File: config.mk
export PLATFORM = sky130hd
export DESIGN_NAME = load_store_unit
export DESIGN_NICKNAME = d
export VERILOG_FILES = /design/src/rtl/load_store_unit.sv
export SDC_FILE = /design/constraint.sdc
export NUM_CORES = 1
export LEC_CHECK = 0
export ABC_CLOCK_PERIOD_IN_PS = 6700
export CAP_MARGIN = 20
export CORE_MARGIN = 1.5
export CORE_UTILIZATION = 40
export CTS_CLUSTER_DIAMETER = 50
export DETAILED_ROUTE_END_ITERATION = 6
export MAX_ROUTING_LAYER = met4
export PLACE_DENSITY = 0.77
export RECOVER_POWER = 100
export SLEW_MARGIN = 20
export SYNTH_ARGS = -nofsm -noshare
export SYNTH_HDL_FRONTEND = slang
export SYNTH_SLANG_ARGS = --single-unit
File: constraint.sdc
create_clock -name Clk -period 6.7 [get_ports Clk]
set_clock_uncertainty 0.15 [all_clocks]
set_input_delay 0.67 -clock Clk [delete_from_list [all_inputs] [get_ports Clk]]
set_output_delay 0.67 -clock Clk [all_outputs]
set_load 0.05 [all_outputs]
File: src/rtl/load_store_unit.sv
// rtl/load_store_unit.sv - load/store stage with lane select, extension and RMW sub-word stores
// Misaligned trapping is enabled by defining LSU_MISALIGN_TRAP_EN.
module load_store_unit #(
  parameter int ADDR_W = 5
) (
  input  logic        Clk,
  input  logic        reset,
  input  logic        req_valid,
  output logic        req_ready,
  input  logic        req_write,
  input  logic [1:0]  req_size,
  input  logic        req_signed,
  input  logic [31:0] req_addr,
  input  logic [31:0] req_wdata,
  output logic        resp_valid,
  output logic [31:0] resp_rdata,
  output logic        misaligned,
  output logic [31:0] mem_addr,
  output logic [31:0] mem_wdata,
  output logic        mem_read,
  output logic        mem_write,
  input  logic [31:0] mem_rdata
);
  typedef enum logic [1:0] {IDLE, RD, MERGE_WR, WR} state_t;

  state_t      state_q, state_d;
  logic [1:0]  size_q, size_d;
  logic        signed_q, signed_d;
  logic [1:0]  off_q, off_d;
  logic [31:0] wdata_q, wdata_d;
  logic        rmw_q, rmw_d;
  logic        trap_q, trap_d;
  logic        resp_valid_q, resp_valid_d;
  logic [31:0] resp_rdata_q, resp_rdata_d;
  logic        misaligned_q, misaligned_d;
  logic [31:0] mem_addr_q, mem_addr_d;
  logic [31:0] mem_wdata_q, mem_wdata_d;
  logic        mem_read_q, mem_read_d;
  logic        mem_write_q, mem_write_d;

  logic        is_word, is_half, trap_req;
  logic [1:0]  acc_off;
  logic [31:0] shifted, load_val, lane_mask, merged;
  logic        unused_addr_hi;

  assign unused_addr_hi = ^req_addr[31:ADDR_W+2];

  assign req_ready  = (state_q == IDLE) && !trap_q;
  assign resp_valid = resp_valid_q;
  assign resp_rdata = resp_rdata_q;
  assign misaligned = misaligned_q;
  assign mem_addr   = mem_addr_q;
  assign mem_wdata  = mem_wdata_q;
  assign mem_read   = mem_read_q;
  assign mem_write  = mem_write_q;

  always_comb begin
    is_word = req_size[1];
    is_half = (req_size == 2'b01);
    acc_off = req_addr[1:0];
`ifdef LSU_MISALIGN_TRAP_EN
    trap_req = (is_half && req_addr[0]) || (is_word && (req_addr[1:0] != 2'b00));
`else
    // Without trapping, misaligned offsets are silently rounded down to alignment.
    trap_req = 1'b0;
    if (is_word) acc_off = 2'b00;
    else if (is_half) acc_off[0] = 1'b0;
`endif
  end

  always_comb begin
    shifted = mem_rdata >> {off_q, 3'b000};
    case (size_q)
      2'b00:   load_val = {{24{signed_q & shifted[7]}}, shifted[7:0]};
      2'b01:   load_val = {{16{signed_q & shifted[15]}}, shifted[15:0]};
      default: load_val = mem_rdata;
    endcase
    lane_mask = (size_q == 2'b00) ? (32'h0000_00FF << {off_q, 3'b000})
                                  : (32'h0000_FFFF << {off_q, 3'b000});
    merged = (mem_rdata & ~lane_mask) | ((wdata_q << {off_q, 3'b000}) & lane_mask);
  end

  always_comb begin
    state_d      = state_q;
    size_d       = size_q;
    signed_d     = signed_q;
    off_d        = off_q;
    wdata_d      = wdata_q;
    rmw_d        = rmw_q;
    trap_d       = 1'b0;
    resp_valid_d = 1'b0;
    resp_rdata_d = 32'h0;
    misaligned_d = 1'b0;
    mem_addr_d   = 32'h0;
    mem_wdata_d  = 32'h0;
    mem_read_d   = 1'b0;
    mem_write_d  = 1'b0;
    case (state_q)
      IDLE: begin
        if (trap_q) begin
          resp_valid_d = 1'b1;
          misaligned_d = 1'b1;
        end else if (req_valid) begin
          size_d   = is_word ? 2'b10 : req_size;
          signed_d = req_signed;
          off_d    = acc_off;
          wdata_d  = req_wdata;
          rmw_d    = req_write && !is_word;
          if (trap_req) begin
            trap_d = 1'b1;
          end else begin
            mem_addr_d = {{(32-ADDR_W){1'b0}}, req_addr[ADDR_W+1:2]};
            if (req_write && is_word) begin
              state_d     = WR;
              mem_write_d = 1'b1;
              mem_wdata_d = req_wdata;
            end else begin
              state_d    = RD;
              mem_read_d = 1'b1;
            end
          end
        end
      end
      RD: begin
        if (rmw_q) begin
          state_d     = MERGE_WR;
          mem_addr_d  = mem_addr_q;
          mem_write_d = 1'b1;
          mem_wdata_d = merged;
        end else begin
          state_d      = IDLE;
          resp_valid_d = 1'b1;
          resp_rdata_d = load_val;
        end
      end
      MERGE_WR, WR: begin
        state_d      = IDLE;
        resp_valid_d = 1'b1;
      end
    endcase
  end

  always_ff @(posedge Clk or posedge reset) begin
    if (reset) begin
      state_q      <= IDLE;
      size_q       <= 2'b00;
      signed_q     <= 1'b0;
      off_q        <= 2'b00;
      wdata_q      <= 32'h0;
      rmw_q        <= 1'b0;
      trap_q       <= 1'b0;
      resp_valid_q <= 1'b0;
      resp_rdata_q <= 32'h0;
      misaligned_q <= 1'b0;
      mem_addr_q   <= 32'h0;
      mem_wdata_q  <= 32'h0;
      mem_read_q   <= 1'b0;
      mem_write_q  <= 1'b0;
    end else begin
      state_q      <= state_d;
      size_q       <= size_d;
      signed_q     <= signed_d;
      off_q        <= off_d;
      wdata_q      <= wdata_d;
      rmw_q        <= rmw_d;
      trap_q       <= trap_d;
      resp_valid_q <= resp_valid_d;
      resp_rdata_q <= resp_rdata_d;
      misaligned_q <= misaligned_d;
      mem_addr_q   <= mem_addr_d;
      mem_wdata_q  <= mem_wdata_d;
      mem_read_q   <= mem_read_d;
      mem_write_q  <= mem_write_d;
    end
  end
endmodule

* Yosys cells after proc, flatten, opt, wreduce, memory -nomap -nowiden
Cells that the tools add are included.
** Storage, ports and cells
- Bits in registers :: 139
- Output and inout bits :: 101
** Operators by class
- Equality and inequality tests :: 7
- Shifts and indexed selects :: 4
- Multiplexer cells :: 28
- Bitwise logic cells :: 6
- Reduce and logical (&&, ||, !) cells :: 7
** Operators with widths (count)
- $mux W32 :: 7
- $pmux W32 S2 :: 3
- $and A32 B32 Y32 :: 2
- $not A32 Y32 :: 1
- $or A32 B32 Y32 :: 1
- $shl A16 B5 Y32 const A :: 1
- $shl A32 B5 Y32 :: 1
- $shl A8 B5 Y32 const A :: 1
- $shr A32 B5 Y16 :: 1
- $mux W1 :: 10
- $mux W2 :: 4
- $eq A2 B1 Y1 const B :: 3
- $pmux W2 S3 :: 1
- $mux W5 :: 1
- $eq A2 B2 Y1 const B :: 2
- $logic_not A2 Y1 :: 2
- $ne A2 B2 Y1 const B :: 2
- $pmux W1 S3 :: 1
- $and A1 B1 Y1 :: 2
- $logic_and A1 B1 Y1 :: 2
- $pmux W1 S2 :: 1
- $reduce_and A2 Y1 :: 1
- $reduce_or A2 Y1 :: 1
- $logic_not A1 Y1 :: 1

* Logic depth before layout (Yosys ltp)
Gate-level depths: netlist (run 1).
- Depth after elaboration :: 7
- Mapped depth :: 8
- Mapped depth without buffers :: 6

* Worst setup path after synthesis (run 1)
Ideal clock, no wire load.
- Kind :: register -> register
- Start :: reg state_q[0]
- End :: reg mem_wdata_q[0] (netlist: mem_wdata[0])
- Library setup time :: 0.083 ns
- Data arrival time :: 1.924 ns
- Data required time :: 6.467 ns
- Setup slack :: 4.543 ns
- Cell stages (with the launch flop) :: 9
- Clock period less this slack :: 2.157 ns
- Path through :: dfrtp_1 -> nor2_1 -> nand2_1 -> inv_2 -> and3_1 -> buf_2 -> buf_2 -> nand2_1 -> o21ai_0
** Between the ends
- Cells in the longest elaborated chain, start to end :: 2
- Elaborated cells between the ends (all ways) :: 3
** Ends and longest elaborated chain
- from (decl) :: line 26 : state_t state_q, state_d;
- from (signal assigned) :: line 160 : state_q <= state_d;
- $logic_not A2 Y1
- via req_ready :: line 9 : output logic req_ready,
- $pmux W32 S2 :: line 98 : case (state_q)
- via mem_wdata_d[0] :: line 37 : logic [31:0] mem_wdata_q, mem_wdata_d;
- to (signal assigned) :: line 171 : mem_wdata_q <= mem_wdata_d;
- to (decl) :: line 37
The timed path passes the listed nets, and every way through them passes these cells.
A chain may end at the register's enable or synchronous reset.

* Worst setup path in the final report (run 1)
- Start :: in req_valid
- End :: reg mem_wdata_q[25] (netlist: mem_wdata[25])
** Between the ends
- Cells in the longest elaborated chain, start to end :: 2
** Ends and longest elaborated chain
- from (decl) :: line 8 : input logic req_valid,
- $mux W32 :: line 103 : end else if (req_valid) begin
- $pmux W32 S2 :: line 98
- via mem_wdata_d[25] :: line 37
The timed path passes the listed nets, and every way through them passes these cells.

==> run metrics, run 1 <==
status=finished, violations left; failing checks=max-capacitance violations, max-slew violations; clock tree buffer depth=2; Clock transition at path regs=70 ps; # diodes=0; met2 WL post-DR=6.51 mm; setup ws final=2340 ps; Hold Worst Slack=347 ps; row cnt=38; EDFF count, synth=0; Final Util=0.568; Synth Area per Inst=9.55 um2; Max FO, Critical Path=34; Hold Path Stages=1; top_reg_cell synth=dfrtp_1; max-slew violation count=93; Antenna Violating Nets Remaining=0; Final TNS setup=0 ps; WL met1=6.14 mm; critical path's slowest cell=clkbuf_1; dominant cell type by area after synthesis=dfrtp_1; routed wl met3=974 um; first-pass GRT wire length=21.0 mm; antenna violations before repair=0; critical-path cell list=dlygate4sd3_1 > nand2_1 > inv_1 > and3_1 > clkbuf_1 > a221o_1; #FFs+latches synth=96; worst reg-to-reg setup slack=2610 ps; critical path's largest stage delay=1220 ps; setup slack at placement=3210 ps; Startpoint Class=input port; Seq/Total Area, Yosys=0.527; post-synth top area share=0.527; P_leak=3.04 nW; Remaining Overflow, GRT=0; htree depth=3; Port Buffer Count=150; Worst-Skew Late Latency=340 ps; CP Data Arrival Time=4480 ps; Layout fillers=1006; fin crit share=0.650; Core Region=11000 um2; Synth area leaders=dfrtp_1, nand2_1, mux2i_1; maximum VDD drop=164 uV; DR vias=3972; CP bufs+invs=3; Starting Density=0.415; crit end category=flop; final net count=709; most frequent cells after synthesis=nand2_1, dfrtp_1, o21ai_0; Final min period=4360 ps; hold_sp=mem_addr[1]; PostCTS Resize Cnt=0; post-CTS setup repair buffer count=0; IO Count=204; Reg-to-Reg End=mem_wdata[25]; CP top delay family=buffers and inverters; Root Buffer=clkbuf_16; Syn Std Cell Area=4560 um2; drt wl/cell=18.7 um; DIE AREA=12000 um2; critical path class=input port to flop; most frequent cell after synthesis=nand2_1; Ys Warns=0; Die Height=110 um; # Max-Cap Violations=2; hold crit path type=flop to flop; Worst Tran Pin Value=1800 ps; RSZ-0062 raised after global routing=no; Critical Path RT=6820 ps; hold worst-path end=mem_addr[1]; total CTS buffers=9; drt first pass iters=4; P&R area growth vs syn=37.1%; CTS sink cnt=96; DRC=0; Mapped Cells=477; drt total wl=14.0 mm; Detailed Place HPWL=10.3 mm; relative slew slack=-0.207; Worst R2R Start=state_q[0]; DRT iter0 DRCs=194; share of cells above drive strength 1=0.0491; die width=110 um; Max Used Layer=met4; DP Cell Count=735; CTS tree=built; P per Cell Area=293 nW/um2; final setup fails=0; GR Util All Layers=0.246; number of global-route vias before repair=3881; Final Non-Filler Cells=751; Placer Congestion=0.930; Max Clk Rate=230 MHz; Vias/cell=5.29; final hold vios=0; R2R depth=6; Post-synth ARST share=1.00; CTS Hold Buffers Added=0; largest net degree at the start of global routing=57; Unique masters post-synth=34
power by group:
part / leakage, nW / switching (mW) / internal, mW / total [mW]
Sequential: 1.28 / 0.0707 / 0.655 / 0.726
Clock: 0.128 / 0.235 / 0.257 / 0.492
Combinational: 1.63 / 0.423 / 0.188 / 0.611
metal layers:
| layer | GRT usage | vias to the layer above |
|---|---|---|
| met2 | 0.386 | 205 |
| met3 | 0.0320 | 29 |
| met1 | 0.321 | 1917 |
| li1 | - | 1821 |
| met5 | - | - |
| met4 | 0.102 | 0 |
worst max path at each step:
stage	startpoint	to	slack (ps)	cells past startpoint
final	req_valid	mem_wdata[25]	2340	6
after global routing	req_valid	mem_wdata[25]	2040	6
after CTS	req_valid	mem_wdata[25]	3580	6
after detailed placement	req_valid	mem_wdata[25]	3210	6
after global placement	req_valid	mem_wdata[25]	3270	6
after floorplan	reset	mem_addr[0]	3370	1
flip-flops by register name, indices dropped and copies added (netlist names):
name / cells
mem_wdata: 32
mem_read: 1
size_q: 2
resp_valid: 1
state_q: 2
mem_write: 1
mem_addr: 5
signed_q: 1
off_q: 2
rmw_q: 1
wdata_q: 16
resp_rdata: 32
cell type report:
cell class | instances | area, um2 | area share
clock buffers | 10 | 229 | 0.0367
clock inverters | 6 | 51.3 | 0.00822
inverters | 20 | 76.3 | 0.0122
multi-input cells | 326 | 1790 | 0.287
flip-flops and latches | 96 | 2400 | 0.385
well taps | 140 | 175 | 0.0281
repair buffers | 153 | 1520 | 0.243
metrics by stage:
stage / area (um2) / total power, mW
after floorplan: 4660 / 1.15
after global placement: 5980 / 1.36
after detailed placement: 5980 / 1.37
after CTS: 6260 / 1.86
after global routing: 6240 / 1.91
final: 6240 / 1.83
cells by family (layout without fill, tap and decap cells):
group | Yosys count | after routing | share of synthesized area
flops | 96 | 96 | 0.527
simple gates | 148 | 148 | 0.139
buf+inv | 82 | 189 | 0.100
compound gates | 124 | 124 | 0.176
mux | 26 | 26 | 0.0571
other cells | 1 | 28 | 0.000823
cell usage in the layout (no fill, tap or decap), types with 5 or more instances in the layout:
master           count
nand2_1             98
dfrtp_1             96
clkdlybuf4s50_1     75
dlygate4sd3_1       75
o21ai_0             48
conb_1              28
mux2i_1             26
a21oi_1             23
nor2_1              22
inv_1               19
a221o_1             16
o22ai_1             15
nor3_1               9
a21oi_2              9
clkbuf_16            9
nand3b_1             5
a22o_1               5
(Power assumes the default switching activity.)
==> inputs of run 2 (changes only) <==
Settings changed: ABC_CLOCK_PERIOD_IN_PS 6700 to 4500.
Clock period 6.7 ns to 4.5 ns, I/O delays scaled along.
==> run 2 against run 1 <==
Against the previous run:
- the flow still finishes with violations (max-capacitance violations, max-slew violations)
- sequential cell count did not move
- critical path depth decreased by 2
- core utilization shrank 0.080 points
- combinational power up 48%
- critical endpoint is now resp_rdata[31]
==> run metrics, run 2 (synthesis results as in run 1) <==
hold crit path type=flop to flop; Remaining Overflow, GRT=0 (unchanged); # diodes=0 (unchanged); post-CTS setup repair buffer count=0 (unchanged); P_leak=3.04 nW (about the same); first-pass GRT wire length=20.5 mm (-2.4%); drt total wl=13.8 mm (-1.6%); critical path class=flop to flop; final net count=712 (+0.42%); crit end category=flop; DIE AREA=12000 um2 (unchanged); row cnt=38 (unchanged); Final TNS setup=0 ps (unchanged); Layout fillers=992 (-1.4%); Clock transition at path regs=60 ps (about the same); Root Buffer=clkbuf_16; critical path's slowest cell=a22oi_1; Top cell by count, worst path=a22oi_1; # Max-Cap Violations=1 (-1); status=finished, violations left; Die Height=110 um (unchanged); CTS tree=built; fin crit share=0.675; Core Region=11000 um2 (unchanged); htree depth=3 (unchanged); final setup fails=0 (unchanged); most frequent cells in the layout=nand2_1, dfrtp_1, clkdlybuf4s50_1; relative slew slack=-0.951 (-0.744); clock tree buffer depth=2 (unchanged); antenna violations before repair=0 (unchanged); most common library cell in the layout ignoring fill and taps=nand2_1; final hold vios=0 (unchanged); Vias/cell=5.32 (+0.66%); PostCTS Resize Cnt=0 (unchanged); share of cells above drive strength 1=0.0459 (-0.00320); number of global-route vias before repair=3860 (-0.54%); max-slew violation count=87 (-6.5%); IO Count=204 (unchanged); CTS Hold Buffers Added=0 (unchanged); DRT iter0 DRCs=255 (+31%); Worst-Skew Late Latency=330 ps (about the same); drt first pass iters=5 (+1); Max FO, Critical Path=17 (-50%); Port Buffer Count=150 (unchanged); die width=110 um (unchanged); P per Cell Area=426 nW/um2 (+45%); Antenna Violating Nets Remaining=0 (unchanged); CP Data Arrival Time=3010 ps (-1470 ps); DRC=0 (unchanged); CTS sink cnt=96 (unchanged); RSZ-0062 raised after global routing=no; Startpoint Class=flop; P&R area growth vs syn=36.9%; setup slack at placement=1750 ps (-1460 ps); setup ws final=1460 ps (-880 ps); Placer Congestion=0.943 (+1.3%); Starting Density=0.415 (unchanged); GR Util All Layers=0.240 (-0.00515); total CTS buffers=9 (unchanged); Max Clk Rate=329 MHz; Detailed Place HPWL=10.2 mm (-1.5%); Worst Tran Pin Value=2910 ps (+1110 ps); DR vias=3993 (+0.53%); drt wl/cell=18.4 um (-1.5%); maximum VDD drop=185 uV (+13%); largest net degree at the start of global routing=71 (+25%); Final min period=3040 ps; critical-path cell list=nor2b_1 > a22oi_1 > a22oi_1 > a21oi_1; Critical Path RT=4470 ps (-2350 ps); failing checks=max-capacitance violations, max-slew violations; critical path's largest stage delay=1350 ps (+130 ps)
## run 2: cell types whose count changed in the layout (fill, tap and decap cells not counted), sizes merged, moves of 2 or more
cell      change
clkinvlp      -3
clkinv        +3
clkbuf        +2
inv           -4
## run 2: final cells by class
type	count	area (um2)	area share
multi-input combinational	326	1790	0.287
clock buffer	10	239	0.0383
timing repair buffer	156	1540	0.247
sequential	96	2400	0.385
tap	140	175	0.0281
inverter	20	76.3	0.0122
clock inverter	2	10.0	0.00161
## run 2: worst paths after layout
path	slack (ps)	to	cells past startpoint	start
setup / recovery	1460	resp_rdata[31]	4	off_q[1]
hold / removal	340	signed_q	2	signed_q
setup reg to reg	1460	resp_rdata[31]	4	off_q[1]
hold reg to reg	340	signed_q	2	signed_q
max in group asynchronous	1560	wdata_q[0]	3	reset
min in group asynchronous	1270	resp_rdata[18]	2	reset
## run 2: stage by stage
step | utilization | instance area, um2 | instances | hold slack (ps) | power (mW)
floorplan | - | 4660 | 504 | 301 | 1.71
global placement | 0.546 | 5990 | 737 | 328 | 2.02
detailed placement | 0.546 | 5990 | 737 | 327 | 2.03
CTS | 0.568 | 6240 | 749 | 342 | 2.70
global route | 0.568 | 6230 | 750 | 370 | 2.78
finish | 0.568 | 6230 | 750 | 340 | 2.66
## run 2: layer usage
metal / vias up / wire (um) / GRT usage / share of wire
met1: 1904 / 5860 / 0.312 / 0.43
met2: 247 / 6370 / 0.374 / 0.46
met3: 23 / 1210 / 0.0492 / 0.088
li1: 1819 / - / - / -
met4: 0 / 348 / 0.0844 / 0.025
met5: - / 0 / - / 0
## run 2: critical path: cells and delay by family (launching register included)
family / cells / cell delay [ps]
AO/OA/AOI/OAI: 3 / 1600
flip-flops: 1 / 850
AND/OR/NAND/NOR: 1 / 210
## run 2: power by group
| group | switching, mW | total [mW] | internal [mW] |
|---|---|---|---|
| registers | 0.109 | 1.09 | 0.977 |
| logic | 0.622 | 0.905 | 0.283 |
| clock network | 0.289 | 0.664 | 0.375 |
| total | 1.02 | 2.66 | 1.63 |
